File: src/rtl/mem_port_arb.sv
// Memory port controller: arbitrates instruction-fetch and load/store requesters
// onto a single 256x16 RAM with a fixed three-cycle registered access.
module mem_port_arb #(
  parameter int ADDR_W     = 8,
  parameter int DATA_W     = 16,
  parameter int WDATA_W    = 8,
  parameter int STARVE_MAX = 4
) (
  input  logic               clk,
  input  logic               clr,
  input  logic               f_req,
  input  logic [ADDR_W-1:0]  f_adrs,
  output logic               f_ack,
  output logic [DATA_W-1:0]  f_rdata,
  input  logic               d_req,
  input  logic               d_we,
  input  logic [ADDR_W-1:0]  d_adrs,
  input  logic [WDATA_W-1:0] d_wdata,
  output logic               d_ack,
  output logic [DATA_W-1:0]  d_rdata,
  output logic               ram_rw,
  output logic [ADDR_W-1:0]  ram_adrs,
  output logic [WDATA_W-1:0] ram_din,
  input  logic [DATA_W-1:0]  ram_dout,
  output logic               busy
);

  localparam int CNT_W = $clog2(STARVE_MAX + 1);
  localparam logic [CNT_W-1:0] STARVE_LIM = CNT_W'(STARVE_MAX);

  typedef enum logic [1:0] {IDLE, ACCESS, ACK} state_t;

  state_t           state;
  state_t           next_state;
  logic             grant_f;
  logic             grant_d;
  logic             gnt_data;
  logic             gnt_we;
  logic [CNT_W-1:0] starve_cnt;

  always_ff @(posedge clk) begin
    if (clr) state <= IDLE;
    else     state <= next_state;
  end

  // Data wins contention until fetch has been passed over STARVE_MAX times in a row.
  always_comb begin
    next_state = state;
    grant_f    = 1'b0;
    grant_d    = 1'b0;
    case (state)
      IDLE: begin
        if (d_req && f_req) begin
          if (starve_cnt == STARVE_LIM) grant_f = 1'b1;
          else                          grant_d = 1'b1;
        end else if (d_req) begin
          grant_d = 1'b1;
        end else if (f_req) begin
          grant_f = 1'b1;
        end
        if (grant_f || grant_d) next_state = ACCESS;
      end
      ACCESS:  next_state = ACK;
      ACK:     next_state = IDLE;
      default: next_state = IDLE;
    endcase
  end

  always_ff @(posedge clk) begin
    if (clr) begin
      f_ack      <= 1'b0;
      d_ack      <= 1'b0;
      f_rdata    <= '0;
      d_rdata    <= '0;
      ram_rw     <= 1'b0;
      ram_adrs   <= '0;
      ram_din    <= '0;
      busy       <= 1'b0;
      gnt_data   <= 1'b0;
      gnt_we     <= 1'b0;
      starve_cnt <= '0;
    end else begin
      f_ack <= 1'b0;
      d_ack <= 1'b0;
      busy  <= (next_state != IDLE);
      case (state)
        IDLE: begin
          if (grant_d) begin
            ram_adrs <= d_adrs;
            ram_din  <= d_wdata;
            ram_rw   <= d_we;
            gnt_data <= 1'b1;
            gnt_we   <= d_we;
            if (f_req && (starve_cnt != STARVE_LIM)) starve_cnt <= starve_cnt + 1'b1;
          end else if (grant_f) begin
            ram_adrs   <= f_adrs;
            ram_rw     <= 1'b0;
            gnt_data   <= 1'b0;
            gnt_we     <= 1'b0;
            starve_cnt <= '0;
          end
        end
        // The RAM has seen stable pins for a full cycle; a write commits on this edge.
        ACCESS: begin
          ram_rw <= 1'b0;
          if (gnt_data) begin
            d_ack <= 1'b1;
            if (!gnt_we) d_rdata <= ram_dout;
          end else begin
            f_ack   <= 1'b1;
            f_rdata <= ram_dout;
          end
        end
        default: ;
      endcase
    end
  end

endmodule
File: config.mk
export PLATFORM = sky130hd
export DESIGN_NAME = mem_port_arb
export DESIGN_NICKNAME = d
export VERILOG_FILES = /design/src/rtl/mem_port_arb.sv
export SDC_FILE = /design/constraint.sdc
export NUM_CORES = 1
export LEC_CHECK = 0
export ABC_AREA = 1
export BUFFER_PORTS_ARGS = -buffer_cell sky130_fd_sc_hd__buf_2
export CAP_MARGIN = 20
export CORE_ASPECT_RATIO = 2
export CORE_MARGIN = 2
export CORE_UTILIZATION = 30
export DETAILED_ROUTE_END_ITERATION = 8
export GPL_TIMING_DRIVEN = 0
export HOLD_SLACK_MARGIN = 0.15
export MAX_ROUTING_LAYER = met4
export PLACE_DENSITY = 0.52
export SYNTH_ARGS = -nofsm -noshare
export SYNTH_HDL_FRONTEND = slang
export SYNTH_SLANG_ARGS = --single-unit
File: constraint.sdc
create_clock -name clk -period 1.6 [get_ports clk]
set_input_delay 0.08 -clock clk [delete_from_list [all_inputs] [get_ports clk]]
set_output_delay 0.08 -clock clk [all_outputs]
set_load 0.02 [all_outputs]
==> Word level (Yosys, flattened, before mapping) <==
Cells that the tools add are included.
{ "classes": {"add_sub_neg": 1, "eq_ne": 5, "muxes": 24, "bitwise": 3, "reduce_logical": 14} }
{ "ops": {"columns": ["cell", "n"], "rows": [
  ["$mux 1", 16],
  ["$mux 8", 2],
  ["$mux 3", 3],
  ["$reduce_and 2->1", 4],
  ["$ne 3x3->1 const B", 2],
  ["$reduce_and 3->1", 2],
  ["$reduce_bool 2->1", 3],
  ["$pmux 2 s2", 1],
  ["$add 3x1->3 const B", 1],
  ["$eq 3x3->1 const B", 1],
  ["$not 1->1", 3],
  ["$eq 2x1->1 const B", 1],
  ["$logic_and 1x1->1", 2],
  ["$logic_not 2->1", 1],
  ["$mux 2", 1],
  ["$ne 2x1->1 const B", 1],
  ["$pmux 1 s2", 1],
  ["$reduce_or 2->1", 1],
  ["$logic_or 1x1->1", 1]
]} }
{ "word_totals": {"reg_bits": 59, "word_cells": 59} }

==> Depth between registers and ports, before layout <==
Gate-level depths: netlist (run 1).
{ "depth": {"depth_word": 8, "ltp_mapped": 8, "mapped_depth_nobuf": 7} }

==> Least setup slack after synthesis (run 1) <==
Ideal clock, no wire load.
{ "synth_path": {"kind": "register to register", "startpoint": "reg starve_cnt[0]", "endpoint": "reg ram_din[0]", "t_arrival_ps": 1161, "path_slack_ps": 326, "stages_incl_launch_ff": 8, "synth_period_minus_slack_ps": 1274, "path_cell_list": "dfxtp_1 > inv_1 > ha_1 > nand3_2 > nand3_4 > buf_6 > o21ai_1 > nor2_1"} }
{ "synth_via": {"elab_chain_len": 6} }
{ "synth_rtl": {"columns": ["element", "line_no", "rtl"], "rows": [
  ["start, declared", "39", "logic [CNT_W-1:0] starve_cnt;"],
  ["start signal, assigned", "94", "if (f_req && (starve_cnt != STARVE_LIM)) starve_cnt <= starve_cnt + 1'b1;"],
  ["$eq 3x3->1", "54", "if (starve_cnt == STARVE_LIM) grant_f = 1'b1;"],
  ["$mux 1", "54", null],
  ["$mux 1", "53", "if (d_req && f_req) begin"],
  ["$mux 1 (2 in series)", "51", "case (state)"],
  ["$reduce_and 2->1 (no line)", null, null],
  ["end signal, assigned", "90", "ram_din <= d_wdata;"],
  ["end, declared", "23", "output logic [WDATA_W-1:0] ram_din,"]
]} }
Every way passes these cells. The select of a mux whose other input is x is not followed.
A chain may end at the register's enable or synchronous reset.

==> Worst setup path in the final report (run 1) <==
Ends and elaborated chain as after synthesis.

==> flow_summary.toml, run 1 <==
[floorplan]
design.core.area_um2 = 7600
dieArea_um2 = 8600
fp.dieH_um = 129
ios = 97
fp.dieW_um = 66.6
start_util_pct = 30.9
std_cell_rows = 45

[clock_network]
post-cts-setup-buffer-count = 0
clkTransAtPathRegs_ns = 0.05
clockBufferDepth = 2
cts_max_level = 3
cts_sinks = 59
cts_buffers = 9
clkLatencyLatePin_ns = 0.33
cts_tree = "done"
root_buffer = "clkbuf_16"

[placed_design]
io_buffers = 95
placed_cell_area_um2 = 2940
hpwlAfterDp_um = 4960
dp.cells = 487
gp_congestion = 0.794

[global_route]
track_usage_pct = 17.4
grt_start_max_net_pins = 11
grt_overflow = 0
antenna_found_initial = 0
grt_pass1_vias = 2368
grt_pass1_wl_um = 10800

[yosys]
avgSynthCellArea_um2 = 7.89
ys_top_cells_by_area = "dfxtp_1, nor2_1, nand3_1"
yosysTopAreaCellShare_pct = 50.3
synth_flop_cell = "dfxtp_1"
async_flop_share_pct = 0
ys_types = 25
synth_seq_cells = 59
netlist_instances = 298
synth_nets = 345
synth_top_area_cell = "dfxtp_1"
ys_seq_area_share_pct = 50.3
synth_edf_count = 0
ys_warn_count = 0
synthTopCellsByCount = "dfxtp_1, nor2_1, nand2_1, nand3_1, inv_1"
synth.most_common_cell = "dfxtp_1"
syn_area_um2 = 2350

[timing]
hold_slack_ns = 0.184
fmax_mhz = 701
fin_skew_ns = 0.00584
hold_violations = 0
tightest_slew_ns = 0.486
max_slew_margin_pct = 67.6
rsz0062_at_grt = "false"
finalSetupViolations = 0
finalCriticalPeriod_ns = 1.43
final_max_slew_viol_count = 0
period_share_pct = 89.2
fin_tns_setup_ns = 0

[power_and_ir_drop]
comb_power_share_pct = 16.9
switchingPower_mw = 1.08
p_int_mw = 3.08
sw_frac_of_total_pct = 26.0
seqPwrFrac_pct = 39.1
ir_drop_uv = 575
p_clk_share_pct = 44.0
p_leak_nw = 1.77
p_per_area_nw_per_um2 = 1130

[drt]
vias = 2467
vias_per_cell = 4.52
firstDrtPassIters = 4
drc = 0
ant_nets = 0
wl_per_cell_um = 12.6
drt-initial-drc-count = 105
wl_um = 6890

[layout]
postLayoutCellArea_um2 = 3670
layout-drive-gt1-share_pct = 29.0
antenna_cells = 0
final_cells = 546
syn_to_final_growth_pct = 56.3
post-route-util_pct = 48.3
final_nets = 494

[status]
status = "finished, final reports clean"

[setup_path]
required_ns = 1.82
worstPathArrival_ns = 1.64
critical_path_class = "reg -> reg"
startpoint_type = "flop"
worstPathMaxFanout = 10
endpoint_kind = "flop"

[hold_path]
hold_class = "in -> reg"

[flow_run]
max_cap_violations = 0
[timing repair]
item / 4_1_cts / 5_1_grt
hold endpoints to repair: 53 / 0
gates resized for setup: 0 / 1
hold buffers: 43 / 0
endpoints found under the setup margin: 0 / 9
[metrics by stage]
| step | total power, mW | setup WS [ns] |
|---|---|---|
| after floorplan | 2.05 | 0.326 |
| after global placement | 2.28 | 0.118 |
| after detailed placement | 2.28 | 0.100 |
| after CTS | 4.22 | 0.0904 |
| after global routing | 4.36 | 0.0243 |
| final | 4.16 | 0.173 |
[flip-flops by register name, summed over array words and instances, names as in the netlist]
register	flops
state	2
f_rdata	16
ram_rw	1
d_ack	1
gnt_data	1
f_ack	1
ram_din	8
ram_adrs	8
gnt_we	1
d_rdata	16
busy	1
starve_cnt	3
[routing by layer]
| metal | up-vias | wire length, um | GRT usage, % |
|---|---|---|---|
| li1 | 1269 | - | - |
| met1 | 1097 | 2430 | 15.8 |
| met2 | 76 | 3880 | 31.5 |
| met3 | 25 | 303 | 3.82 |
| met4 | 0 | 276 | 11.0 |
| met5 | - | 0 | - |
[worst max-delay path, cell delays in order, from the launching register on]
cell     delay, ns
dfxtp_1       0.33
inv_1         0.07
ha_1          0.24
nand3_4       0.16
nand3_4       0.15
buf_6         0.18
o21ai_1       0.13
nor2_1        0.05
[worst paths after layout]
path	cells after the start	from	slack, ns	endpoint
worst min register to register	2	f_rdata[0]	0.46	f_rdata[0]
worst max register to register	7	starve_cnt[0]	0.17	ram_din[0]
worst max-delay path	7	starve_cnt[0]	0.17	ram_din[0]
worst min-delay path	4	d_req	0.18	gnt_we
[placed cells by master (no fill, tap or decap)]
cell type / Yosys / final
buf_8: 1 / 1
ha_1: 2 / 2
nor2_1: 56 / 56
nor2_8: 1 / 1
o21ai_2: 1 / 1
buf_4: 2 / 2
clkbuf_8: 0 / 4
nand2_1: 40 / 40
inv_2: 4 / 4
clkinv_2: 0 / 1
inv_1: 22 / 22
inv_6: 1 / 1
dlygate4sd3_1: 0 / 43
a21oi_1: 21 / 21
nand3_4: 1 / 2
o21ai_0: 15 / 15
buf_6: 4 / 4
nand4_1: 10 / 10
o21ai_1: 11 / 11
nor2_4: 2 / 2
nor3_1: 1 / 1
dfxtp_1: 59 / 59
nand2_4: 2 / 2
clkbuf_1: 5 / 7
clkbuf_16: 0 / 9
nand3_1: 33 / 33
buf_1: 1 / 1
buf_2: 2 / 97
[area by class of cell]
cell class,instances,area (um^2)
buffer,15,108
clock buffer,15,288
clock inverter,1,5.00
fill,759,3930
inverter,27,106
multi-input combinational,197,962
sequential,59,1180
tap,94,118
timing repair buffer,138,906
[kinds of logic (layout without fill, tap and decap cells)]
logic type | Yosys count | after routing | synth area share [%]
AO/OA/AOI/OAI | 48 | 48 | 10.4
AND/OR/NAND/NOR | 147 | 147 | 29.2
buffers and inverters | 42 | 196 | 9.10
adder cells (fa/ha/maj) | 2 | 2 | 1.06
flip-flops | 59 | 59 | 50.3
[power by group through the flow]
stage	clock network [mW]	logic (mW)	registers [mW]
floorplan	0	0.289	1.76
global placement	0	0.626	1.65
detailed placement	0	0.629	1.65
CTS	1.88	0.710	1.63
global route	1.95	0.780	1.63
finish	1.83	0.704	1.63
Power figures use the tool's default switching activity.
==> run 2, diff against run 1 <==
--- a/config.mk
+++ b/config.mk
@@ -16,6 +16,7 @@
 export HOLD_SLACK_MARGIN = 0.15
 export MAX_ROUTING_LAYER = met4
 export PLACE_DENSITY = 0.52
+export SETUP_SLACK_MARGIN = 0.5
 export SYNTH_ARGS = -nofsm -noshare
 export SYNTH_HDL_FRONTEND = slang
 export SYNTH_SLANG_ARGS = --single-unit
==> constraint.sdc (replaced) <==
create_clock -name clk -period 1.79 [get_ports clk]
set_input_delay 0.0895 -clock clk [delete_from_list [all_inputs] [get_ports clk]]
set_output_delay 0.0895 -clock clk [all_outputs]
set_load 0.02 [all_outputs]
==> run 2 against run 1 <==
  * First-iteration DRC count down 15%
  * Global-route usage is 0.43 points higher
  * Sequential power down 11%
  * Cell count increased by 1.6%
  * Die area unchanged
  * Critical path depth stayed put
  * Total power is 9.2% lower
  * Non-clock buffer count up 9
  * Fmax grew 16%
  * Critical path type unchanged
  * Largest cell class unchanged
==> flow_summary.toml, run 2 (synthesis gave the netlist of run 1 again) <==
[status]
status = "finished, final reports clean"

[timing]
layout_setup_ws_ns = 0.561
fmax_mhz = 814
period_share_pct = 68.6
tightest_slew_ns = 0.511
hold_slack_ns = 0.132
rsz0062_at_grt = "true"
fin_tns_setup_ns = 0
finalSetupViolations = 0
final_max_slew_viol_count = 0
fin_skew_ns = 0.00465
max_slew_margin_pct = 65.9
finalCriticalPeriod_ns = 1.23
hold_violations = 0

[clock_network]
clkTransAtPathRegs_ns = 0.05
clockBufferDepth = 2
clkLatencyLatePin_ns = 0.33
cts_sinks = 59
cts_max_level = 3
root_buffer = "clkbuf_16"
cts_buffers = 9
cts_tree = "done"

[global_route]
grt_overflow = 0
grt_pass1_vias = 2396
track_usage_pct = 17.9
grt_start_max_net_pins = 11
antenna_found_initial = 0
grt_pass1_wl_um = 11100

[drt]
firstDrtPassIters = 4
drc = 0
wl_um = 7080
drt-initial-drc-count = 89
wl_per_cell_um = 12.7
vias = 2480
vias_per_cell = 4.47
ant_nets = 0

[power_and_ir_drop]
sw_frac_of_total_pct = 26.1
p_int_mw = 2.79
p_leak_nw = 1.83
switchingPower_uw = 985
ir_drop_uv = 541
seqPwrFrac_pct = 38.5
power_mw = 3.78
p_clk_share_pct = 43.4
comb_power_share_pct = 18.1
p_per_area_nw_per_um2 = 990

[setup_path]
worst-path-buf-inv = 2
crit_chain = "inv_2 > ha_4 > nand3_4 > nand3_4 > buf_12 > o21ai_1 > nor2_1"
ff2ff_setup_slack_ns = 0.56
critPathMaxStageDelay_ns = 0.33
required_ns = 2.01
timing.rr.start = "starve_cnt[1]"
cp_slowest_cell = "dfxtp_2"
critical_path_class = "reg -> reg"
startpoint_type = "flop"
rr_worst_depth = 7
crit_family = "flip-flops"
worstPathArrival_ns = 1.45
worstPathMaxFanout = 6
worst_path_most_repeated_cell = "nand3_4"
endpoint_kind = "flop"
timing.rr.end = "ram_din[2]"

[placed_design]
hpwlAfterDp_um = 4960
gp_congestion = 0.794
dp_slack_ns = 0.290
io_buffers = 95

[hold_path]
hold_depth = 4
min_to = "ram_din[1]"
hold_class = "in -> reg"
worstHoldStart = "clr"

[floorplan]
ios = 97
fp.dieH_um = 129
dieArea_um2 = 8600
fp.dieW_um = 66.6
start_util_pct = 30.9
design.core.area_um2 = 7600
std_cell_rows = 45

[layout]
post-route-util_pct = 50.2
mostFrequentLayoutCell = "buf_2"
antenna_cells = 0
reg_top3 = "d_rdata (16), f_rdata (16)"
syn_to_final_growth_pct = 62.3
final-seq-area_um2 = 1180
multi_input_area_um2 = 990
fillCellCount = 752
final_nets = 503
layout-drive-gt1-share_pct = 32.3
final_cell_mix = "buf_2, dfxtp_1, nor2_1"

[flow_run]
max_cap_violations = 0
[run 2: metrics by stage]
step                      cell area [um^2]  std cells
after global placement                2940        487
after floorplan                       2350        298
after CTS                             3720        550
final                                 3810        555
after detailed placement              2940        487
after global routing                  3810        555
[run 2: power by group through the flow]
stage / Clock [mW] / Sequential, mW / Combinational [mW]
5_1_grt: 1.74 / 1.46 / 0.752
4_1_cts: 1.68 / 1.45 / 0.655
6_report: 1.64 / 1.45 / 0.683
3_5_place_dp: 0 / 1.48 / 0.563
3_3_place_gp: 0 / 1.48 / 0.559
2_1_floorplan: 0 / 1.57 / 0.258
[run 2: tightest hold or removal path: stages]
cell	delay, ns
buf_2	0.13
inv_2	0.09
o21ai_2	0.06
nor2_1	0.03
[run 2: routing by layer]
metal / vias up / GRT usage [%] / share of wire, % / routed length [um]
met5: - / - / 0 / 0
met4: 0 / 11.0 / 3.6 / 257
met3: 23 / 3.56 / 3.7 / 265
met2: 64 / 32.7 / 57 / 4040
met1: 1107 / 16.2 / 36 / 2510
li1: 1286 / - / - / -
[run 2: layout make-up]
class | count | area share, %
well taps | 94 | 3.08
inverters | 27 | 2.79
flip-flops and latches | 59 | 31.1
clock inverters | 1 | 0.131
multi-input cells | 197 | 26.0
clock buffers | 15 | 7.55
repair buffers | 147 | 26.5
plain buffers | 15 | 2.95
[run 2: what timing repair did]
item | 4_1_cts | 5_1_grt
gates cloned | 0 | 1
setup buffers | 3 | 4
gates resized for setup | 5 | 19
hold buffers | 44 | 0
pin swaps | 2 | 3
endpoints found under the hold margin | 53 | 0
endpoints found under the setup margin | 18 | 38
[run 2: worst max path at each step]
stage,start,end,slack [ns],depth (start not counted)
floorplan,starve_cnt[0],ram_din[0],0.52,7
global route,starve_cnt[0],ram_din[0],0.49,7
finish,starve_cnt[1],ram_din[2],0.56,7
CTS,starve_cnt[0],ram_din[0],0.49,7
detailed placement,starve_cnt[0],ram_din[0],0.29,7
global placement,starve_cnt[0],ram_din[0],0.31,7
==> run 3, diff against run 2 <==
==> constraint.sdc (replaced) <==
create_clock -name clk -period 1.25 [get_ports clk]
set_input_delay 0.0625 -clock clk [delete_from_list [all_inputs] [get_ports clk]]
set_output_delay 0.0625 -clock clk [all_outputs]
set_load 0.02 [all_outputs]
==> run 3 against run 2 <==
  * Sequential power rose by 48%
  * Combinational power rose by 120%
  * Largest power group unchanged
  * Clock skew rose by 0.0035 ns
  * Sequential share of layout area fell by 6.4 points
  * Global-route usage rose by 2.2 points
  * Fmax barely moved
  * Register-to-register slack got worse by 0.54 ns
  * Sequential cell count did not move
==> flow_summary.toml, run 3 (synthesis gave the netlist of run 1 again) <==
[status]
status = "finished, final reports clean"

[floorplan]
design.core.area_um2 = 7600
std_cell_rows = 45
ios = 97
fp.dieH_um = 129
fp.dieW_um = 66.6
dieArea_um2 = 8600
start_util_pct = 30.9

[timing]
finalSetupViolations = 0
finalCriticalPeriod_ns = 1.23
final_max_slew_viol_count = 0
hold_violations = 0
period_share_pct = 98.2
fin_skew_ns = 0.00814
rsz0062_at_grt = "true"
fmax_mhz = 815
tightest_slew_ns = 0.843
max_slew_margin_pct = 43.8

[setup_path]
critical_path_class = "reg -> reg"
endpoint_kind = "flop"
crit_family = "flip-flops"
timing.rr.end = "ram_din[0]"
timing.rr.start = "starve_cnt[1]"
critPathMaxStageDelay_ns = 0.33
cp_slowest_cell = "dfxtp_2"
worstPathMaxFanout = 6
rr_worst_depth = 7
worst-path-buf-inv = 2
worstPathArrival_ns = 1.46
ff2ff_setup_slack_ns = 0.02
required_ns = 1.48
worst_path_most_repeated_cell = "nand3_4"
crit_chain = "inv_2 > ha_4 > nand3_4 > nand3_4 > buf_8 > o21ai_2 > nor2_1"
startpoint_type = "flop"

[flow_run]
max_cap_violations = 0

[placed_design]
dp.cells = 487
hpwlAfterDp_um = 5040
gp_congestion = 0.799
io_buffers = 95

[global_route]
grt_pass1_wl_um = 12400
grt_overflow = 0
grt_pass1_vias = 2664
grt_start_max_net_pins = 11
track_usage_pct = 20.0
antenna_found_initial = 0

[drt]
wl_per_cell_um = 15.4
wl_um = 9080
firstDrtPassIters = 4
vias = 2784
ant_nets = 0
drc = 0
vias_per_cell = 4.73
drt-initial-drc-count = 97

[clock_network]
clkTransAtPathRegs_ns = 0.05
cts_tree = "done"
root_buffer = "clkbuf_16"
cts_max_level = 3
cts_sinks = 59
cts_hold_buf = 34
cts_buffers = 9
clockBufferDepth = 2
clkLatencyLatePin_ns = 0.33

[layout]
final_nets = 536
reg_top3 = "d_rdata (16), f_rdata (16)"
mostFrequentLayoutCell = "buf_6"
layout-drive-gt1-share_pct = 66.0
final_cell_mix = "buf_6, dfxtp_2, buf_2"
antenna_cells = 0
fillCellCount = 601
final_cells = 588
syn_to_final_growth_pct = 118

[hold_path]
hold_depth = 5
hold_class = "in -> reg"
min_to = "ram_adrs[2]"
worstHoldStart = "d_adrs[2]"

[power_and_ir_drop]
ir_drop_uv = 688
p_leak_nw = 2.30
p_per_area_nw_per_um2 = 1190
power_mw = 6.13
-- run 3: cell count changes in the layout (fill, tap and decap cells not counted), sizes merged --
cell         previous run  this run
clkinv                  1         5
clkinvlp                0         1
nor2                   59        60
clkbuf                 21        19
bufinv                  0         1
dlygate4sd3            44        34
buf                   112       152
inv                    27        25
-- run 3: cell type report --
type	instances	area (um^2)	area share, %
repair buffers	179	1710	33.4
clock buffers	11	243	4.73
multi-input cells	198	1460	28.5
clock inverters	5	52.6	1.02
plain buffers	15	150	2.93
inverters	27	129	2.51
well taps	94	118	2.29
flip-flops and latches	59	1260	24.6
-- run 3: worst max-delay path by stage --
stage,end,cells after the start,from
after floorplan,ram_adrs[0],8,starve_cnt[1]
after global placement,ram_din[0],7,starve_cnt[1]
after detailed placement,ram_din[0],7,starve_cnt[1]
after CTS,ram_din[0],7,starve_cnt[1]
after global routing,ram_din[0],7,starve_cnt[1]
final,ram_din[0],7,starve_cnt[1]
-- run 3: layer usage --
layer	track usage, %	share of wire, %	vias up
met5	-	0	-
met4	9.12	4.5	0
met3	4.51	3.5	29
met2	38.1	59	80
met1	17.9	33	1321
li1	-	-	1354
-- run 3: where the power goes --
group          total [mW]  internal, mW  switching [mW]
clock network        2.45          1.58           0.866
logic                1.53         0.785           0.749
registers            2.14          2.03           0.111
total                6.13          4.40            1.73
-- run 3: through the flow --
stage / utilization (%) / setup TNS [ns] / setup slack, ns / cell area (um^2) / hold slack (ns)
after global placement: 39.4 / -0.614 / -0.0829 / 2990 / 0.312
final: 67.5 / 0 / 0.0223 / 5130 / 0.0589
after floorplan: - / 0 / 0.0883 / 2400 / 0.205
after global routing: 67.5 / -0.666 / -0.0583 / 5130 / 0.0943
after CTS: 58.0 / 0 / 0.0188 / 4410 / 0.0551
after detailed placement: 39.4 / -0.744 / -0.0924 / 2990 / 0.319
-- run 3: worst register-to-register path: cells and delay by family (launching register included) --
kind,cells,cell delay (ns)
AND/OR/NAND/NOR,3,0.28
AO/OA/AOI/OAI,1,0.13
adder cells (fa/ha/maj),1,0.17
buffers and inverters,2,0.22
flip-flops,1,0.33
-- run 3: repair_timing --
action,4_1_cts,5_1_grt
pin swaps,12,42
resized for setup,205,115
hold endpoints to repair,52,12
endpoints found under the setup margin,111,111
buffers inserted,20,25
cloned,3,3
